[src/rtl/mii_hexdump.sv]
// mii_hexdump: buffers MII bytes and frame-end markers, then streams them to a
// UART transmitter as uppercase ASCII hex, BYTES_PER_LINE pairs per line.
`default_nettype none

module mii_hexdump #(
  parameter int FIFO_DEPTH     = 128,
  parameter int BYTES_PER_LINE = 16
) (
  input  logic       clk,
  input  logic       reset_n,
  input  logic       in_dv,
  input  logic [7:0] in_d,
  input  logic       in_eof,
  input  logic       tx_active,
  output logic       tx_dv,
  output logic [7:0] tx_d,
  output logic       overflow
);

  localparam int              AW     = $clog2(FIFO_DEPTH);
  localparam logic [AW+1:0]   c_DEPTH = (AW+2)'(FIFO_DEPTH);
  localparam logic [AW+1:0]   c_ONE   = (AW+2)'(1);
  localparam logic [AW+1:0]   c_TWO   = (AW+2)'(2);
  localparam logic [7:0]      c_BPL   = 8'(BYTES_PER_LINE);
  localparam logic [7:0]      c_CR    = 8'h0D;
  localparam logic [7:0]      c_LF    = 8'h0A;
  localparam logic [7:0]      c_SP    = 8'h20;

  typedef enum logic [1:0] {S_IDLE, S_FETCH, S_EMIT, S_WAIT} state_t;

  function automatic logic [7:0] f_hex(input logic [3:0] n);
    return (n < 4'd10) ? (8'h30 + {4'h0, n}) : (8'h37 + {4'h0, n});
  endfunction

  logic [8:0]      r_mem [FIFO_DEPTH];
  logic [AW:0]     r_wptr, r_rptr;
  logic            r_ovf;
  state_t          r_state, w_state_nxt;
  logic [3:0][7:0] r_seq, w_seq_nxt;
  logic [2:0]      r_len, w_len_nxt;
  logic [2:0]      r_idx, w_idx_nxt;
  logic [7:0]      r_col, w_col_nxt;
  logic            r_tx_dv, w_tx_dv_nxt;
  logic [7:0]      r_tx_d, w_tx_d_nxt;

  logic [AW:0]     w_count;
  logic [AW+1:0]   w_free;
  logic            w_pop, w_wr_byte, w_wr_eof, w_drop, w_avail;
  logic [AW:0]     w_eof_ptr;
  logic [8:0]      w_entry;
  logic [7:0]      w_hi, w_lo;

  // A pop in the same cycle frees a slot, so a full FIFO can still accept a write.
  always_comb begin
    w_count   = r_wptr - r_rptr;
    w_pop     = (r_state == S_FETCH);
    w_free    = c_DEPTH - {1'b0, w_count} + {{(AW+1){1'b0}}, w_pop};
    w_wr_byte = in_dv && (w_free >= c_ONE);
    w_wr_eof  = in_eof && (w_free >= (in_dv ? c_TWO : c_ONE));
    w_drop    = (in_dv && !w_wr_byte) || (in_eof && !w_wr_eof);
    w_eof_ptr = r_wptr + {{AW{1'b0}}, w_wr_byte};
  end

  assign w_avail = (w_count != '0) || w_wr_byte || w_wr_eof;
  assign w_entry = r_mem[r_rptr[AW-1:0]];
  assign w_hi    = f_hex(w_entry[7:4]);
  assign w_lo    = f_hex(w_entry[3:0]);

  always_ff @(posedge clk) begin
    if (w_wr_byte) r_mem[r_wptr[AW-1:0]]    <= {1'b0, in_d};
    if (w_wr_eof)  r_mem[w_eof_ptr[AW-1:0]] <= 9'h100;
  end

  always_ff @(posedge clk or negedge reset_n) begin
    if (!reset_n) begin
      r_wptr <= '0;
      r_rptr <= '0;
      r_ovf  <= 1'b0;
    end else begin
      r_wptr <= r_wptr + {{AW{1'b0}}, w_wr_byte} + {{AW{1'b0}}, w_wr_eof};
      r_rptr <= r_rptr + {{AW{1'b0}}, w_pop};
      if (w_drop) r_ovf <= 1'b1;
    end
  end

  always_ff @(posedge clk or negedge reset_n) begin
    if (!reset_n) begin
      r_state <= S_IDLE;
      r_seq   <= '0;
      r_len   <= '0;
      r_idx   <= '0;
      r_col   <= '0;
      r_tx_dv <= 1'b0;
      r_tx_d  <= 8'h00;
    end else begin
      r_state <= w_state_nxt;
      r_seq   <= w_seq_nxt;
      r_len   <= w_len_nxt;
      r_idx   <= w_idx_nxt;
      r_col   <= w_col_nxt;
      r_tx_dv <= w_tx_dv_nxt;
      r_tx_d  <= w_tx_d_nxt;
    end
  end

  // Character sequences are stored first-character-in-lane-0.
  always_comb begin
    w_state_nxt = r_state;
    w_seq_nxt   = r_seq;
    w_len_nxt   = r_len;
    w_idx_nxt   = r_idx;
    w_col_nxt   = r_col;
    w_tx_dv_nxt = 1'b0;
    w_tx_d_nxt  = r_tx_d;
    case (r_state)
      S_IDLE: begin
        if (w_avail) w_state_nxt = S_FETCH;
      end
      S_FETCH: begin
        w_idx_nxt   = 3'd0;
        w_state_nxt = S_EMIT;
        if (w_entry[8]) begin
          w_col_nxt = 8'd0;
          if (r_col != 8'd0) begin
            w_seq_nxt = {c_LF, c_CR, c_LF, c_CR};
            w_len_nxt = 3'd4;
          end else begin
            w_seq_nxt = {8'h00, 8'h00, c_LF, c_CR};
            w_len_nxt = 3'd2;
          end
        end else if (r_col == 8'd0) begin
          w_seq_nxt = {8'h00, 8'h00, w_lo, w_hi};
          w_len_nxt = 3'd2;
          w_col_nxt = 8'd1;
        end else if (r_col == c_BPL) begin
          w_seq_nxt = {w_lo, w_hi, c_LF, c_CR};
          w_len_nxt = 3'd4;
          w_col_nxt = 8'd1;
        end else begin
          w_seq_nxt = {8'h00, w_lo, w_hi, c_SP};
          w_len_nxt = 3'd3;
          w_col_nxt = r_col + 8'd1;
        end
      end
      S_EMIT: begin
        if (!tx_active) begin
          w_tx_dv_nxt = 1'b1;
          w_tx_d_nxt  = r_seq[r_idx[1:0]];
          w_idx_nxt   = r_idx + 3'd1;
          w_state_nxt = S_WAIT;
        end
      end
      S_WAIT: begin
        if (r_idx != r_len) w_state_nxt = S_EMIT;
        else if (w_avail)   w_state_nxt = S_FETCH;
        else                w_state_nxt = S_IDLE;
      end
      default: w_state_nxt = S_IDLE;
    endcase
  end

  assign tx_dv    = r_tx_dv;
  assign tx_d     = r_tx_d;
  assign overflow = r_ovf;

endmodule

`default_nettype wire

[config.mk]
export PLATFORM = sky130hd
export DESIGN_NAME = mii_hexdump
export DESIGN_NICKNAME = d
export VERILOG_FILES = /design/src/rtl/mii_hexdump.sv
export SDC_FILE = /design/constraint.sdc
export NUM_CORES = 2
export LEC_CHECK = 0
export ABC_CLOCK_PERIOD_IN_PS = 10450
export BUFFER_PORTS_ARGS = -buffer_cell sky130_fd_sc_hd__buf_4
export CORE_ASPECT_RATIO = 0.5
export CORE_UTILIZATION = 60
export DETAILED_ROUTE_END_ITERATION = 12
export PLACE_DENSITY_LB_ADDON = 0.25
export RECOVER_POWER = 25
export SLEW_MARGIN = 40
export SYNTH_ARGS = -nofsm -noshare
export SYNTH_HDL_FRONTEND = slang
export SYNTH_SLANG_ARGS = --single-unit
[constraint.sdc]
create_clock -name clk -period 10.45 [get_ports clk]
set_clock_uncertainty 0.1 [all_clocks]
set_input_delay 0 -clock clk [delete_from_list [all_inputs] [get_ports clk]]
set_output_delay 0 -clock clk [all_outputs]
set_load 0.05 [all_outputs]
* Word-level counts from Yosys, hierarchy flattened *
Memory sizes are Yosys's and may differ from the RTL's.
Index checks and enable logic that the tools add are counted.

cells by class
  div/mod/pow operators = 0
  bitwise logic cells = 1
  equal/unequal tests = 7
  $add $sub $neg = 12
  reduce and logical (&&, ||, !) cells = 17
  $mul = 0
  $lt $le $gt $ge = 5
  muxes and demuxes = 29
  shifts and indexed selects = 0

operators by type and width
  kind                                                 count
  two-way mux 31 bit                                   2
  two-way mux 32 bit                                   1
  two-way mux 8 bit                                    4
  adder 6 x 4 -> 7 bit, first input constant           4
  two-way mux 28 bit                                   1
  adder 8 x 1 -> 8 bit                                 3
  binary-select mux 8 bit (select 2 bit)               1
  nonzero test 8 bit                                   2
  two-way mux 3 bit                                    5
  two-way mux 7 bit                                    2
  adder 9 x 1 -> 9 bit                                 1
  >= comparator 9 x 1 -> 1 bit, second input constant  1
  >= comparator 9 x 2 -> 1 bit                         1
  subtractor 8 x 8 -> 9 bit, first input constant      1
  adder 8 x 1 -> 8 bit, second input constant          1
  equality test 8 x 5 -> 1 bit, second input constant  1
  logical NOT 8 bit                                    1
  less-than comparator 4 bit, second input constant    2
  two-way mux 2 bit                                    4
  one-hot mux 2 bit (4 select lines)                   1
  subtractor 8 bit                                     1
  two-way mux 1 bit                                    7
  one-hot mux 3 bit (2 select lines)                   1
  AND reduction 2 bit                                  3
  other kinds (12)                                     20

word-level totals
  bits in writable memories = 1152
  word-level logic and storage cells = 85
  ROM bits = 0
  output and inout bits = 10
  memories kept = 1
  bits in registers = 74
  bits of input ports = 13
  bits in latches = 0

memories
  memory  depth  width  rd ports  clocked after Yosys merged registers in  write ports  RTL line  text
  r_mem   128    9      1         0                                        2            35        logic [8:0] r_mem [FIFO_DEPTH];

* Depth between registers and ports, before layout *
  word-level depth = 10
  depth in mapped cells = 25
  depth with buffers taken out = 21

* Worst setup path after synthesis *
OpenSTA, ideal clock, no wires.

  kind = reg2reg
  start point = register r_rptr[2]
  end point = memory r_mem[12][0]
  buffers on the path = 6
  data required time = 10.221 ns
  cell stages (with the launch flop) = 23
  path slack = 4.284 ns
  arrival = 5.937 ns
  cells stage by stage = dfrtp_1 > buf_2 > inv_2 > buf_1 > buf_2 > ha_1 > a21oi_1 > o21ai_1 > a21oi_1 > a221oi_2 > a32o_1 > a21oi_2 > buf_2 > buf_2 > nor2_1 > nor2_1 > ha_1 > ha_1 > xor2_1 > clkbuf_1 > nand2_1 > nor3_4 > nor2_1

RTL lines
  element                   RTL line  text
  start: declaration        36        logic [AW:0] r_wptr, r_rptr;
  start signal: assignment  81        r_rptr <= r_rptr + {{AW{1'b0}}, w_pop};
  end: declaration          35

==> reports/results.txt <==
H-Tree Depth: 3
unrepaired setup endpoints after global routing: false
Die Ht: 220 um
Core Box Area: 93500 um^2
starting density of the core: 0.609
WL final: 175000 um
grt total ovfl: 0
dpl hpwl: 109000 um
critical path's slowest cell: clkbuf_1
Fmax: 0.118 GHz
Synth Area in Simple Gates: 0.0835
clock transition at the registers of the reported paths: 0.07 ns
Worst VDD drop: 0.234 mV
share of layout cells above drive strength 1: 0.168
ys async rst share: 0.0565
post-synth top area share: 0.405
mux cell area share after synthesis: 0.302
post-CTS setup buffer count: 0
Worst Tran Pin Value: 4.08 ns
area grow syn2layout: 8.41%
initial antenna violation count: 9
vias in the first global route: 42115
Slew Viols, Final: 253
CP peak stage delay: 1.98 ns
Worst R2R Start: r_rptr[1]$_DFF_PN0_
DR iter-0 viols: 5196
clock latency on the worst-skew pair: 0.73 ns
synthesis-stage register bit count: 1221
Synth Area in XOR/XNOR: 0.00508
Port Buffer Count: 21
largest family of logic cells by synthesized area: multiplexers
CP Capture Type: flip-flop
Hold Buf Count CTS: 15
commonest non-fill, non-tap cells in the layout: dfxtp_1, mux2i_1, a21oi_1
largest net degree at the start of global routing: 126
chip width: 438 um
final setup vio count: 0
status: complete, but fails checks
first-pass GRT wire length: 262000 um
most common cell after layout, fill and taps aside: dfxtp_1
Post-Syn Nets: 5252
GRT Overall Usage: 0.358
vias per cell: 6.84
Placement Setup Slack: 3.62 ns
Adder-Cell Fraction of Synth Area: 0.00541
worst r2r dst: r_mem[97][8]$_SDFFE_PP1P_
routed len/inst: 27.6 um
max_slew headroom: -1.72
Syn Inst Count: 5215
TritonCTS clock tree: yes
PwrDens: 296 nW/um^2
deepest clock path buffer count: 3
Netlist cell types: 74
Fill cells: 6956
cells on worst reg2reg path: 14
Seq. cell area: 24800 um^2
Reg2Reg Setup Slack: 1.96 ns
failing checks: DRC, capacitance limit, slew limit
largest cells by area after synthesis: dfxtp_1, mux2i_1, mux4_2, a21oi_1, nor2_1
register area share after synthesis: 0.436
hold path start: r_mem[124][8]$_SDFFE_PP1P_
minimum clock period: 8.49 ns
HP Class: reg -> reg
worst endpoint required time: 10.96 ns
crit path cell chain: clkinvlp_2 -> fa_1 -> a21oi_1 -> o21ai_0 -> a311oi_1 -> and2_0 -> and4bb_1 -> a21oi_1 -> buf_6 -> o31ai_1 -> clkbuf_1 -> buf_4 -> nor4_4 -> a21o_1
Routed Antenna Nets: 0
Avg Inst Size Synth: 10.9 um^2
RD Place Congestion: 0.961
startpoint types: flip-flop
Most common cell on crit path: a21oi_1
Worst Path Max Fanout: 68
Hold EP: r_mem[124][8]$_SDFFE_PP1P_
Critical Path AT: 8.99 ns
TNS Setup: 0 ns
CTS sink cnt: 1221
synth warn: 0
DRC: 6
Die ar.: 96200 um^2
number of synthesized flops with an enable pin: 0
post-synth top area cell: dfxtp_1
Final period util: 0.812
row count: 79
final worst slack: 1.96 ns
worst hold stages: 1
Synth Area in Compound Gates: 0.119
Static Leak: 31.2 nW
io pins: 23
nets: 5047
TritonCTS buffer count: 105
max-cap violations: 7
Synth Cell Area: 56900 um^2
ys flop type: dfxtp_1
drt pass-1 iters: 10
Crit Path Category: reg -> reg
via count: 43416
area of the multi-input gates: 29700 um^2
Hold Fails Final Rpt: 0
Root Buffer: clkbuf_16
CTS resizes: 0
layer usage:
metal | vias to the layer above | track usage | routed length, um
met3 | 438 | 0.110 | 21200
li1 | 18694 | - | -
met2 | 2458 | 0.541 | 76800
met5 | - | 0 | 56
met1 | 21818 | 0.485 | 70900
met4 | 8 | 0.129 | 6410
cell usage after synthesis (24+ instances only):
master        n
mux2_2       55
buf_4       130
a21o_1       73
a22o_1       75
nor4_4       25
buf_2       102
a22oi_1      53
o21ai_0      41
clkbuf_1    268
a21oi_1     575
mux4_2      262
nand3_1      24
nor2b_1      29
o22ai_1      35
nor3_4       43
dfrtp_1      69
mux2i_1    1067
o2111ai_1   107
dfxtp_1    1152
nand2_1     123
buf_1        29
nor2_1      572
how the worst max path moves through the flow:
stage	to	slack [ns]	start	depth (start not counted)
floorplan	r_mem[12][0]$_SDFFE_PP0P_	4.28	r_rptr[2]$_DFF_PN0_	22
global placement	r_mem[97][2]$_SDFFE_PP0P_	3.01	r_rptr[1]$_DFF_PN0_	18
detailed placement	r_mem[53][3]$_SDFFE_PP0P_	3.62	r_rptr[1]$_DFF_PN0_	19
CTS	r_mem[53][0]$_SDFFE_PP0P_	3.55	r_rptr[1]$_DFF_PN0_	19
global route	r_mem[14][3]$_SDFFE_PP0P_	1.60	r_rptr[1]$_DFF_PN0_	19
finish	r_mem[97][8]$_SDFFE_PP1P_	1.96	r_rptr[1]$_DFF_PN0_	14
cell families after synthesis:
| kind of cell | after synthesis |
|---|---|
| AOI/OAI and AO/OA | 1069 |
| xor gates and xnor gates | 33 |
| adders and majority gates | 24 |
| buffers and inverters | 571 |
| DFF | 1221 |
| muxes | 1384 |
| other | 1 |
| and+or+nand+nor | 912 |
metrics by stage:
| stage | cells | hold slack, ns | util | total power, mW | cell area [um^2] |
|---|---|---|---|---|---|
| after floorplan | 5215 | -0.396 | - | 11.5 | 56900 |
| after global placement | 6120 | 0.0809 | 0.614 | 13.5 | 57400 |
| after detailed placement | 6138 | -0.0392 | 0.619 | 13.8 | 57900 |
| after CTS | 6343 | 0.142 | 0.660 | 18.0 | 61700 |
| after global routing | 6349 | 0.339 | 0.660 | 18.9 | 61700 |
| final | 6350 | 0.354 | 0.660 | 18.3 | 61700 |
where the power goes:
part | internal (mW) | total [mW] | switching (mW)
clock | 2.40 | 4.21 | 1.82
combinational | 2.56 | 7.31 | 4.75
sequential | 5.95 | 6.73 | 0.784
cell type report:
type                            count  area share
Inverter                           28     0.00172
Clock inverter                     43      0.0101
Antenna cell                        2   0.0000811
Tap cell                         1255      0.0254
Timing Repair Buffer              231      0.0296
Sequential cell                  1221       0.402
Multi-Input combinational cell   3423       0.482
Clock buffer                      147      0.0492
flip-flops by register name, summed over array words and instances (netlist names):
register,cells
r_mem,1152
r_seq,28
r_col,8
r_rptr,8
r_wptr,8
tx_d,7
r_idx,3
r_len,3
r_state,2
overflow,1
tx_dv,1
worst max-delay path: cells and delay by family (launching register included):
family                     cells  cell delay [ns]
buffers and inverters          4             4.31
AOI/OAI and AO/OA              6             1.55
adders and majority gates      1             0.96
DFF                            1             0.69
and+or+nand+nor                3             0.64
Power figures use the tool's default switching activity.
